## src/rtl/hamming_secded_rx.sv

```systemverilog
// hamming_secded_rx: serial Hamming(8,4) SEC-DED receiver.
// Deserializes codewords, corrects single errors, flags double errors, re-serializes d1..d4.
`default_nettype none

module hamming_secded_rx #(
   parameter int CNT_W = 8
) (
   input  logic             clk,
   input  logic             reset,
   input  logic             enable,
   input  logic             datain,
   output logic             dataout,
   output logic             clkd,
   output logic             clkc,
   output logic [2:0]       syndrome,
   output logic             err_single,
   output logic             err_double,
   output logic [CNT_W-1:0] corr_count,
   output logic [CNT_W-1:0] dbl_count
);

   logic [2:0] bitcnt;
   logic [6:0] cw;          // cw[k] holds position k+1 once pos1..7 are in
   logic [2:0] ser_sh;
   logic [1:0] ser_left;

   logic [7:0] word;
   logic       decode_now;
   logic       s1, s2, s4, par;
   logic [2:0] syn;
   logic [6:0] flip;
   logic [6:0] fixed;
   logic [3:0] nib;
   logic       is_single, is_double;

   // Pos8 is taken straight from datain so the decode lands on the edge that samples it.
   assign word       = {datain, cw};
   assign decode_now = enable && (bitcnt == 3'd7);

   always_comb begin
      s1        = word[0] ^ word[2] ^ word[4] ^ word[6];
      s2        = word[1] ^ word[2] ^ word[5] ^ word[6];
      s4        = word[3] ^ word[4] ^ word[5] ^ word[6];
      par       = ^word;
      syn       = {s4, s2, s1};
      is_single = par;
      is_double = (syn != 3'd0) && !par;
      flip      = 7'd0;
      if (par && (syn != 3'd0))
         flip = 7'b000_0001 << (syn - 3'd1);
      fixed     = word[6:0] ^ flip;
      nib       = {fixed[6], fixed[5], fixed[4], fixed[2]};
   end

   always_ff @(posedge clk or negedge reset) begin
      if (!reset) begin
         bitcnt <= 3'd0;
         cw     <= 7'd0;
      end else if (enable) begin
         bitcnt <= bitcnt + 3'd1;
         cw     <= {datain, cw[6:1]};
      end
   end

   always_ff @(posedge clk or negedge reset) begin
      if (!reset) begin
         clkc       <= 1'b0;
         syndrome   <= 3'd0;
         err_single <= 1'b0;
         err_double <= 1'b0;
         corr_count <= '0;
         dbl_count  <= '0;
      end else begin
         clkc <= decode_now;
         if (decode_now) begin
            syndrome   <= syn;
            err_single <= is_single;
            err_double <= is_double;
            if (is_single && (corr_count != {CNT_W{1'b1}}))
               corr_count <= corr_count + CNT_W'(1);
            if (is_double && (dbl_count != {CNT_W{1'b1}}))
               dbl_count <= dbl_count + CNT_W'(1);
         end
      end
   end

   // d1 goes out at load; ser_left counts the bits still queued behind it.
   always_ff @(posedge clk or negedge reset) begin
      if (!reset) begin
         dataout  <= 1'b0;
         clkd     <= 1'b0;
         ser_sh   <= 3'd0;
         ser_left <= 2'd0;
      end else if (decode_now) begin
         dataout  <= nib[0];
         clkd     <= 1'b1;
         ser_sh   <= nib[3:1];
         ser_left <= 2'd3;
      end else if (ser_left != 2'd0) begin
         dataout  <= ser_sh[0];
         ser_sh   <= {1'b0, ser_sh[2:1]};
         ser_left <= ser_left - 2'd1;
      end else begin
         dataout <= 1'b0;
         clkd    <= 1'b0;
      end
   end

endmodule

`default_nettype wire

```

## config.mk

```make
export PLATFORM = sky130hd
export DESIGN_NAME = hamming_secded_rx
export DESIGN_NICKNAME = d
export VERILOG_FILES = /design/src/rtl/hamming_secded_rx.sv
export SDC_FILE = /design/constraint.sdc
export NUM_CORES = 1
export LEC_CHECK = 0
export CAP_MARGIN = 20
export CORE_UTILIZATION = 55
export DETAILED_ROUTE_END_ITERATION = 12
export GPL_TIMING_DRIVEN = 0
export MAX_ROUTING_LAYER = met4
export PLACE_DENSITY_LB_ADDON = 0.08
export SETUP_SLACK_MARGIN = 0.5
export SLEW_MARGIN = 20
export SYNTH_ARGS = -nofsm -noshare
export SYNTH_HDL_FRONTEND = slang
export SYNTH_SLANG_ARGS = --single-unit
export TNS_END_PERCENT = 10
```

## constraint.sdc

```tcl
create_clock -name clk -period 5.2 [get_ports clk]
set_clock_uncertainty 0.1 [all_clocks]
set_input_delay 1.04 -clock clk [delete_from_list [all_inputs] [get_ports clk]]
set_output_delay 1.04 -clock clk [all_outputs]
set_load 0.005 [all_outputs]
```

# After elaboration in Yosys (flattened, before gate mapping)
# Index checks and enable logic that the tools add are counted.
[word_totals]
elab_cells = 53
regBits = 39
[classes]
muxes = 9
bitwise = 10
n_addsub = 5
n_eq_ne = 4
n_reduce_logical = 12
shift = 1
[op_table]
columns = ["cell", "count"]
rows = [
  ["adder 8 x 1 -> 8 bit, second input constant", 2],
  ["!= test 8 bit, second input constant", 2],
  ["XOR 1 bit", 9],
  ["parity 8 bit", 1],
  ["2-to-1 mux 7 bit", 1],
  ["<< shifter 1 x 3 -> 7 bit, first input constant", 1],
  ["XOR 7 bit", 1],
  ["2-to-1 mux 3 bit", 2],
  ["logical AND 1 bit", 5],
  ["2-to-1 mux 1 bit", 4],
  ["2-to-1 mux 2 bit", 2],
  ["AND reduction 2 bit", 2],
  ["nonzero test 2 bit", 2],
  ["adder 3 x 1 -> 3 bit, second input constant", 1],
  ["== test 3 bit, second input constant", 1],
  ["nonzero test 3 bit", 1],
  ["subtractor 3 x 1 -> 3 bit, second input constant", 1],
  ["!= test 2 bit, second input constant", 1],
  ["subtractor 2 x 1 -> 2 bit, second input constant", 1],
  ["logical NOT 1 bit", 1],
]

# Depth between registers and ports, before layout
# Gate-level depths: netlist of the first run.
[depth]
ltp_word = 8
mapped_depth = 9
ltp_nobuf = 7

# Least setup slack after synthesis of the first run
# Ideal clock, no wire load.
[synth_path]
path_type = "reg-to-reg"
start = "register cw[4]"
end = "register ser_sh[2]"
stages_incl_launch_ff = 9
arrival_ns = 2.139
slack_ns = 2.838
path_buffers = 2
required_ns = 4.976
path_cell_list = "dfrtp_1 -> buf_6 -> xnor3_2 -> xor2_1 -> ha_1 -> buf_1 -> nor2_1 -> o2111a_1 -> a211o_1"
[synth_via]
elab_chain_cells = 8
word_cells_on_any_way = 13
[synth_rtl]
columns = ["element", "line_no", "source"]
rows = [
  ["start: declaration", "23", "logic [6:0] cw;"],
  ["start signal: assignment", "61", "cw <= {datain, cw[6:1]};"],
  ["XOR 1 bit (3 in a row)", "43", "s4 = word[3] ^ word[4] ^ word[5] ^ word[6];"],
  ["subtractor 3 x 1 -> 3 bit / nonzero test 3 bit (equally long branches)", "50, 49", ""],
  ["<< shifter 1 x 3 -> 7 bit / logical AND 1 bit (equally long branches)", "50, 49", ""],
  ["2-to-1 mux 7 bit *", "49", "if (par && (syn != 3'd0))"],
  ["XOR 7 bit *", "51", "fixed = word[6:0] ^ flip;"],
  ["2-to-1 mux 3 bit *", "94", "end else if (decode_now) begin"],
  ["end signal: assignment", "97", "ser_sh <= nib[3:1];"],
  ["end signal: assignment", "101", "ser_sh <= {1'b0, ser_sh[2:1]};"],
  ["end: declaration", "24", "logic [2:0] ser_sh;"],
]
# Every way passes the cells marked *; elsewhere a longest branch is shown, timed or not.
# A chain may end at the register's enable or synchronous reset.

# Worst setup path after layout of the first run
[layout_path]
start = "input port datain"
end = "register dbl_count[5]"
[layout_via]
elab_chain_cells = 5
[layout_rtl]
columns = ["element", "line_no", "source"]
rows = [
  ["start: declaration", "11", "input logic datain,"],
  ["parity 8 bit", "44", "par = ^word;"],
  ["logical NOT 1 bit", "47", "is_double = (syn != 3'd0) && !par;"],
  ["logical AND 1 bit", "47", ""],
  ["logical AND 1 bit", "81", "if (is_double && (dbl_count != {CNT_W{1'b1}}))"],
  ["AND reduction 2 bit (no line)", "-", ""],
  ["end signal: assignment", "82", "dbl_count <= dbl_count + CNT_W'(1);"],
  ["end: declaration", "19", "output logic [CNT_W-1:0] dbl_count"],
]
# Every way passes these cells.

==> impl_metrics.tcl, run 1 <==
set metrics [dict create \
    synth_edf_count 0 \
    ctsHoldBuffers 0 \
    ys_seq_area_share_pct 46.85 \
    clk_pin_slew_ns 0.07 \
    cts_resized 0 \
    period_share_pct 51.73 \
    dieArea_sq_mm 0.004038 \
    placed_cell_area_sq_mm 0.002434 \
    grt.overflow.total 0 \
    wire_per_inst_microns 15.00 \
    synth_seq_cells 39 \
    drc 0 \
    cts_buffers 5 \
    arrival_ns 2.81 \
    maxCapViolCount 0 \
    pin_count 28 \
    finalHoldViolations 0 \
    clk_latency_ns 0.29 \
    setup-tns-final_ns 0 \
    critical_path.endpoint_type "register" \
    final_area_sq_mm 0.002534 \
    yosysWarnings 0 \
    syn_nets 192 \
    critPathMaxFanout 10 \
    synthTopCellsByCount "dfrtp_1 (39), xor2_1 (19), nand2_1 (12)" \
    p_leak_nw 1.218 \
    grt_use_total_pct 23.37 \
    cts_buffer_depth 2 \
    hold_path.class "reg2reg" \
    cts_tree "yes" \
    yosysMostFrequentCell "dfrtp_1" \
    drt_iter0_drc 100 \
    rsz0062_at_grt "false" \
    yosys-top-cells-area "dfrtp_1 (47%), xor2_1 (8.0%), mux2_2 (5.4%), ha_1 (3.6%), nand3_1 (2.4%)" \
    synthesis.area_sq_mm 0.002083 \
    relSlewSlack_pct 64.99 \
    status "finished, final reports clean" \
    drive_gt1_share_pct 14.22 \
    report.final.slew_viol_count 0 \
    synth_cell_type_count 38 \
    clock.fmax_mhz 371.7 \
    ir_drop_uv 353.2 \
    area_growth_pct 21.62 \
    initial_core_util_pct 60.06 \
    nets 227 \
    drt_pass1_iterations 4 \
    grt_max_degree 22 \
    finalSetupViolCount 0 \
    dr_total_vias 1479 \
    die_w_microns 63.55 \
    std_cell_rows 21 \
    place_congestion 0.8066 \
    syn_inst 182 \
    drt_wl_total_mm 3.961 \
    async_flop_share_pct 100.0 \
    coreArea_sq_mm 0.003468 \
    fin_crit_ns 2.690 \
    grt_pass1_wl_mm 6.858 \
    clock-sinks 39 \
    cts_setup_buffers 0 \
    power_density_mw_per_mm2 540.7 \
    worstSetupPathType "in2reg" \
    avgSynthCellArea_sq_um 11.45 \
    synth_ff_type "dfrtp_1" \
    antenna_found_initial 0 \
    ant_nets 0 \
    die_y_microns 63.55 \
    drt-vias-per-instance 5.602 \
    numPortBuffers 27 \
    antenna_cells 0 \
    grt_pass1_vias 1489 \
    synth_top_area_cell "dfrtp_1" \
    clockRootBuffer "clkbuf_8" \
    cts_max_level 2 \
    worstPathRequired_ns 5.32 \
    tightestPinTransition_ns 0.5214 \
    synth_top_cell_area_share_pct 46.85 \
    start_kind "input port" \
    hpwl_mm 2.938 \
]
==> worst max-delay path: stages <==
cell,delay (ns)
clkdlybuf4s50_1,0.48
xor3_1,0.27
xnor3_2,0.35
buf_6,0.19
nor4_2,0.32
xor2_1,0.16
==> stage by stage <==
stage                     setup slack (ns)  instances  hold WS [ns]  total power [mW]  utilization (%)
final                                2.510        264        0.3857             1.370            73.05
after global routing                 2.318        264        0.4124             1.467            73.05
after CTS                            2.511        264        0.3925             1.384            73.05
after detailed placement             2.202        256        0.3763             1.160            70.17
after global placement               2.149        255        0.3582             1.130            69.52
after floorplan                      2.838        182        0.3449            0.9397                -
==> cells in the final DEF, fill, tap and decap left out, drive strengths merged, types with 5 or more instances in the layout <==
master	netlist	final
and3	5	5
buf	7	9
clkbuf	3	11
clkdlybuf4s50	0	26
dfrtp	39	39
ha	6	6
inv	5	5
mux2	12	12
nand2	12	12
nand3	10	10
nor2	6	6
nor3	10	10
nor4	8	8
o21ai	6	6
xnor2	5	5
xor2	20	20
==> final timing paths <==
| check | start | end | slack (ns) | cells past startpoint |
|---|---|---|---|---|
| worst max register to register | cw[2] | ser_sh[2] | 2.51 | 9 |
| worst min register to register | err_double | err_double | 0.39 | 2 |
| max in group asynchronous | reset | syndrome[1] | 3.91 | 2 |
| worst max-delay path | datain | dbl_count[5] | 2.51 | 6 |
| min in group asynchronous | reset | dbl_count[1] | 0.62 | 1 |
| worst min-delay path | err_double | err_double | 0.39 | 2 |
==> sequential cells by signal, indices dropped and copies added, names as in the netlist <==
name / flops
bitcnt: 3
err_double: 1
dbl_count: 8
syndrome: 3
dataout: 1
err_single: 1
cw: 7
clkd: 1
corr_count: 8
ser_left: 2
clkc: 1
ser_sh: 3
==> logic make-up after synthesis <==
family | after synthesis | share of synthesized area, %
and+or+nand+nor | 59 | 15.68
buffers and inverters | 15 | 3.544
adders and majority gates | 6 | 3.604
AOI/OAI and AO/OA | 22 | 8.108
DFF | 39 | 46.85
xor gates and xnor gates | 29 | 15.74
muxes | 12 | 6.487
==> final cells by class <==
class / count / area [sq um]
multi-input cells: 128 / 1033
well taps: 46 / 57.56
repair buffers: 28 / 292.8
flip-flops and latches: 39 / 975.9
clock buffers: 8 / 100.1
fillers: 261 / 934.6
inverters: 5 / 18.77
plain buffers: 10 / 55.05
==> layer usage <==
layer | track usage, % | share of wire, % | vias to the layer above
li1 | - | - | 719
met1 | 29.44 | 46 | 721
met2 | 36.57 | 50 | 34
met3 | 5.435 | 3.3 | 5
met4 | 8.807 | 1.3 | 0
met5 | - | 0 | -
==> where the power goes <==
group	internal [mW]	leakage [nW]	switching [mW]	total [mW]
clock network	0.121	0.0515	0.0971	0.218
registers	0.392	0.502	0.0693	0.461
logic	0.326	0.664	0.364	0.691
No activity file was read; power rests on OpenSTA's default activity.
==> inputs of run 2 (changes only) <==
--- a/config.mk
+++ b/config.mk
@@ -6,7 +6,7 @@
 export NUM_CORES = 1
 export LEC_CHECK = 0
 export CAP_MARGIN = 20
-export CORE_UTILIZATION = 55
+export CORE_UTILIZATION = 49
 export DETAILED_ROUTE_END_ITERATION = 12
 export GPL_TIMING_DRIVEN = 0
 export MAX_ROUTING_LAYER = met4
==> constraint.sdc (replaced) <==
create_clock -name clk -period 2.2 [get_ports clk]
set_clock_uncertainty 0.1 [all_clocks]
set_input_delay 0.44 -clock clk [delete_from_list [all_inputs] [get_ports clk]]
set_output_delay 0.44 -clock clk [all_outputs]
set_load 0.005 [all_outputs]
==> impl_metrics.tcl, run 2 (synthesis results as in run 1) <==
set metrics [dict create \
    cpLargestDelayFamily "simple AND/OR/NAND/NOR gates" \
    ir_drop_uv 621.9 \
    relSlewSlack_pct 58.98 \
    drt_iter0_drc 80 \
    dp.cells 260 \
    finalSetupViolCount 0 \
    grt_max_degree 22 \
    critical_path.endpoint_type "register" \
    antenna_found_initial 0 \
    rr_endpoint "ser_sh[2]" \
    report.final.slew_viol_count 0 \
    path_cells "buf_6 -> buf_4 -> xnor2_2 -> nand3_1 -> nand2_1 -> ha_4 -> nor2_4 -> o211ai_1 -> a211o_1" \
    ant_nets 0 \
    grt_use_total_pct 21.86 \
    place_congestion 0.8216 \
    final_common_cell "dfrtp_1" \
    cts_buffers 5 \
    std_cell_rows 23 \
    status "finished with violations" \
    drc 0 \
    drt-vias-per-instance 5.755 \
    multi_input_area_sq_mm 0.001241 \
    dr_total_vias 1600 \
    drive_gt1_share_pct 30.26 \
    critPathSlowestCell "dfrtp_1" \
    dieArea_sq_mm 0.004517 \
    hpwl_mm 3.030 \
    clk_latency_ns 0.29 \
    stdcell_count 278 \
    clockRootBuffer "clkbuf_8" \
    p_seq_share_pct 29.2 \
    clock.fmax_mhz 456.8 \
    antenna_cells 0 \
    combPwrFrac_pct 58.5 \
    cts_max_level 2 \
    regToRegStartpoint "cw[4]" \
    numPortBuffers 27 \
    setup-tns-final_ns 0 \
    largestRegisters "corr_count x8, dbl_count x8, cw x7" \
    power_density_mw_per_mm2 1304 \
    fillers 299 \
    fin_util_pct 71.77 \
    grt_pass1_wl_mm 7.010 \
    fin_total_pwr_mw 3.771 \
    nets 237 \
    arrival_ns 2.27 \
    grt_pass1_vias 1529 \
    violations "negative hold slack" \
    maxCapViolCount 0 \
    clock-sinks 39 \
    critPathMaxFanout 6 \
    whs_ns -0.002017 \
    period_share_pct 99.50 \
    final_area_sq_mm 0.002892 \
    coreArea_sq_mm 0.004029 \
    area_growth_pct 38.80 \
    placed_cell_area_sq_mm 0.002470 \
    setup_ws_ns 0.01106 \
    clk_pin_slew_ns 0.07 \
    wire_per_inst_microns 17.36 \
    p_switching_mw 1.579 \
    die_w_microns 67.21 \
    p_leak_nw 1.619 \
    rsz0062_at_grt "true" \
    tightestPinTransition_ns 0.6152 \
    p_sw_share_pct 41.88 \
    fin_crit_ns 2.189 \
    p_int_mw 2.192 \
    cts_buffer_depth 2 \
    die_y_microns 67.21 \
    drt_wl_total_mm 4.825 \
    grt.overflow.total 0 \
    start_kind "register" \
    r2r_setup_slack_ns 0.01 \
    pin_count 28 \
    crit_buf_inv 2 \
    initial_core_util_pct 51.71 \
    worstPathRequired_ns 2.28 \
    drt_pass1_iterations 4 \
    mostFrequentLayoutCells "dfrtp_1 (38), dlymetal6s2s_1 (19), xor2_1 (16)" \
    max_stage_delay_ns 0.38 \
    r2r_cells 9 \
    finalHoldViolations 7 \
    regArea_sq_um 977.2 \
    worstSetupPathType "reg2reg" \
    cts_tree "yes" \
    clkPwrFrac_pct 12.3 \
    dp_slack_ns -0.4355 \
    hold_path.class "in2async" \
]
-- run 2: how the worst max path moves through the flow --
stage	from	endpoint	slack, ns	cells after the start
after floorplan	cw[6]	ser_sh[2]	0.13	7
after global placement	datain	dbl_count[6]	-0.40	6
after detailed placement	datain	dbl_count[5]	-0.44	6
after CTS	datain	ser_sh[2]	0.02	6
after global routing	cw[4]	ser_sh[2]	-0.07	8
final	cw[4]	ser_sh[2]	0.01	9
-- run 2: layout make-up --
cell class,instances,share of cell area [%]
Buffer,10,3.159
Clock buffer,7,2.640
Clock inverter,1,0.1731
Inverter,5,0.6491
Multi-Input combinational cell,128,42.93
Sequential cell,39,33.79
Tap cell,50,2.164
Timing Repair Buffer,38,14.50
-- run 2: power by group through the flow --
stage,clock (mW),combinational (mW),sequential [mW]
4_1_cts,0.472,1.98,1.10
2_1_floorplan,0,1.22,1.08
3_5_place_dp,0,1.71,1.11
3_3_place_gp,0,1.66,1.09
6_report,0.464,2.21,1.10
5_1_grt,0.507,2.37,1.13
-- run 2: worst register-to-register path, delay by kind of cell, from the launching register on --
family / cells / cell delay (ns)
flops: 1 / 0.38
simple gates: 3 / 0.42
compound gates: 2 / 0.39
fa+ha+maj: 1 / 0.23
xor+xnor: 1 / 0.30
buf+inv: 2 / 0.26
-- run 2: what timing repair did --
action | 4_1_cts | 5_1_grt
resized for setup | 15 | 52
pin swaps | 9 | 17
gates cloned | 1 | 0
buffers inserted | 7 | 2
hold buffers | 0 | 0
setup endpoints to repair | 56 | 61
-- run 2: routing by layer --
layer | vias up | track usage (%) | share of wire, %
li1 | 739 | - | -
met1 | 808 | 26.39 | 42
met2 | 45 | 34.88 | 52
met3 | 8 | 4.730 | 3.9
met4 | 0 | 10.11 | 1.8
met5 | - | - | 0
==> inputs of run 3 (changes only) <==
--- a/config.mk
+++ b/config.mk
@@ -6,7 +6,9 @@
 export NUM_CORES = 1
 export LEC_CHECK = 0
 export CAP_MARGIN = 20
-export CORE_UTILIZATION = 49
+export CELL_PAD_IN_SITES_DETAIL_PLACEMENT = 1
+export CELL_PAD_IN_SITES_GLOBAL_PLACEMENT = 1
+export CORE_UTILIZATION = 39
 export DETAILED_ROUTE_END_ITERATION = 12
 export GPL_TIMING_DRIVEN = 0
 export MAX_ROUTING_LAYER = met4
==> impl_metrics.tcl, run 3 (synthesis results as in run 1) <==
set metrics [dict create \
    die_y_microns 75.09 \
    hold_path.class "reg2reg" \
    grt_use_total_pct 20.16 \
    start_kind "register" \
    violations "negative setup slack" \
    drt_wl_total_mm 5.339 \
    clock-sinks 39 \
    rr_endpoint "dbl_count[2]" \
    area_growth_pct 42.28 \
    antenna_cells 0 \
    mostFrequentLayoutCells "dfrtp_1 (38), xor2_1 (16), dlygate4sd2_1 (16)" \
    dr_total_vias 1667 \
    arrival_ns 2.38 \
    min_delay_path_depth 2 \
    initial_core_util_pct 40.53 \
    finalHoldViolations 0 \
    cts_buffer_depth 2 \
    clock.fmax_mhz 442.5 \
    regToRegStartpoint "cw[6]" \
    status "finished with violations" \
    coreArea_sq_mm 0.005140 \
    tightestPinTransition_ns 0.4991 \
    numPortBuffers 27 \
    relSlewSlack_pct 66.49 \
    clockRootBuffer "clkbuf_8" \
    clk_pin_slew_ns 0.08 \
    r2r_cells 6 \
    critical_path.endpoint_type "register" \
    final_common_cell "dfrtp_1" \
    place_congestion 0.7532 \
    cts_tree "yes" \
    rsz0062_at_grt "true" \
    std_cell_rows 26 \
    maxCapViolCount 0 \
    drt_pass1_iterations 4 \
    hold_end "syndrome[0]" \
    finalSetupViolCount 5 \
    p_leak_nw 1.479 \
    grt_use_met2_pct 33.83 \
    pin_count 28 \
    stdcell_count 306 \
    grt_pass1_vias 1626 \
    report.final.slew_viol_count 0 \
    cts_max_level 2 \
    whs_ns 0.3808 \
    antenna_found_initial 0 \
    min_from "syndrome[0]" \
    period_share_pct 102.7 \
    grt-busiest-layer "met2" \
    clk_latency_ns 0.30 \
    ir_drop_uv 649.5 \
    setup_ws_ns -0.05977 \
    drt-vias-per-instance 5.448 \
    dieArea_sq_mm 0.005638 \
    fin_total_pwr_mw 4.082 \
    die_w_microns 75.09 \
    regArea_sq_um 977.2 \
    worstPathRequired_ns 2.32 \
    fin_crit_ns 2.260 \
    r2r_setup_slack_ns -0.06 \
    nets 245 \
    dp_slack_ns -0.4794 \
    grt_pass1_wl_mm 7.969 \
    dp.cells 280 \
    fillers 560 \
    grt_max_degree 23 \
    fin_util_pct 57.67 \
    grt_use_met1_pct 23.57 \
    grt.overflow.total 0 \
    hpwl_mm 3.425 \
    power_density_mw_per_mm2 1377 \
    largestRegisters "corr_count x8, dbl_count x8, cw x7" \
    ant_nets 0 \
    met3_usage_pct 4.418 \
    drc 0 \
    worstSetupPathType "reg2reg" \
    wire_per_inst_microns 17.45 \
    critPathMaxFanout 8 \
    multi_input_area_sq_mm 0.001236 \
    drt_iter0_drc 67 \
    drive_gt1_share_pct 32.63 \
    cts_buffers 5 \
]
==> run 3: cell count changes in the layout (fill, tap and decap cells not counted), sizes merged <==
cell / delta
buf: +9
clkbuf: -4
clkdlybuf4s50: -1
clkinvlp: +2
dlygate4sd2: +16
dlygate4sd3: +1
dlymetal6s2s: -15
==> run 3: how the worst max path moves through the flow <==
| stage | depth (start not counted) | start | slack, ns | endpoint |
|---|---|---|---|---|
| floorplan | 7 | cw[6] | 0.13 | ser_sh[2] |
| global placement | 6 | datain | -0.42 | dbl_count[6] |
| detailed placement | 6 | datain | -0.48 | dbl_count[6] |
| CTS | 6 | cw[4] | -0.01 | dbl_count[2] |
| global route | 6 | cw[6] | -0.12 | dbl_count[2] |
| finish | 6 | cw[6] | -0.06 | dbl_count[2] |
==> run 3: layout make-up <==
class	count	area share [%]
buffer	10	3.293
clock buffer	5	2.322
clock inverter	3	0.6754
inverter	5	0.6332
multi-input combinational	128	41.71
sequential	39	32.97
tap	70	2.955
timing repair buffer	46	15.45
==> run 3: timing repair <==
| action | in CTS | in global routing |
|---|---|---|
| pin swaps | 16 | 12 |
| endpoints found under the setup margin | 55 | 34 |
| gates cloned | 1 | 1 |
| hold buffers | 1 | 0 |
| buffers inserted | 6 | 9 |
| resized for setup | 42 | 25 |
| hold endpoints to repair | 6 | 0 |
==> run 3: worst max-delay path, cell delays in order (launching register included) <==
cell	delay, ns
dfrtp_1	0.38
buf_6	0.15
xnor3_2	0.43
xnor3_2	0.54
buf_6	0.18
nor4b_4	0.25
xor2_1	0.17
==> run 3: per-stage QoR <==
| stage | area, sq um | setup TNS [ns] |
|---|---|---|
| 5_1_grt | 2964 | -0.6772 |
| 3_3_place_gp | 2472 | -17.87 |
| 2_1_floorplan | 2115 | 0 |
| 4_1_cts | 2758 | -0.01551 |
| 6_report | 2964 | -0.1414 |
| 3_5_place_dp | 2495 | -6.057 |
==> run 3: report_power, final <==
part,switching (mW),internal [mW]
clock network,0.272,0.221
registers,0.180,0.926
logic,1.25,1.23
==> run 3: per-layer routing <==
| layer | share of wire, % | wire, microns |
|---|---|---|
| met5 | 0 | 0 |
| met4 | 1.4 | 77 |
| met3 | 2.8 | 149 |
| met2 | 54 | 2862 |
| met1 | 42 | 2249 |
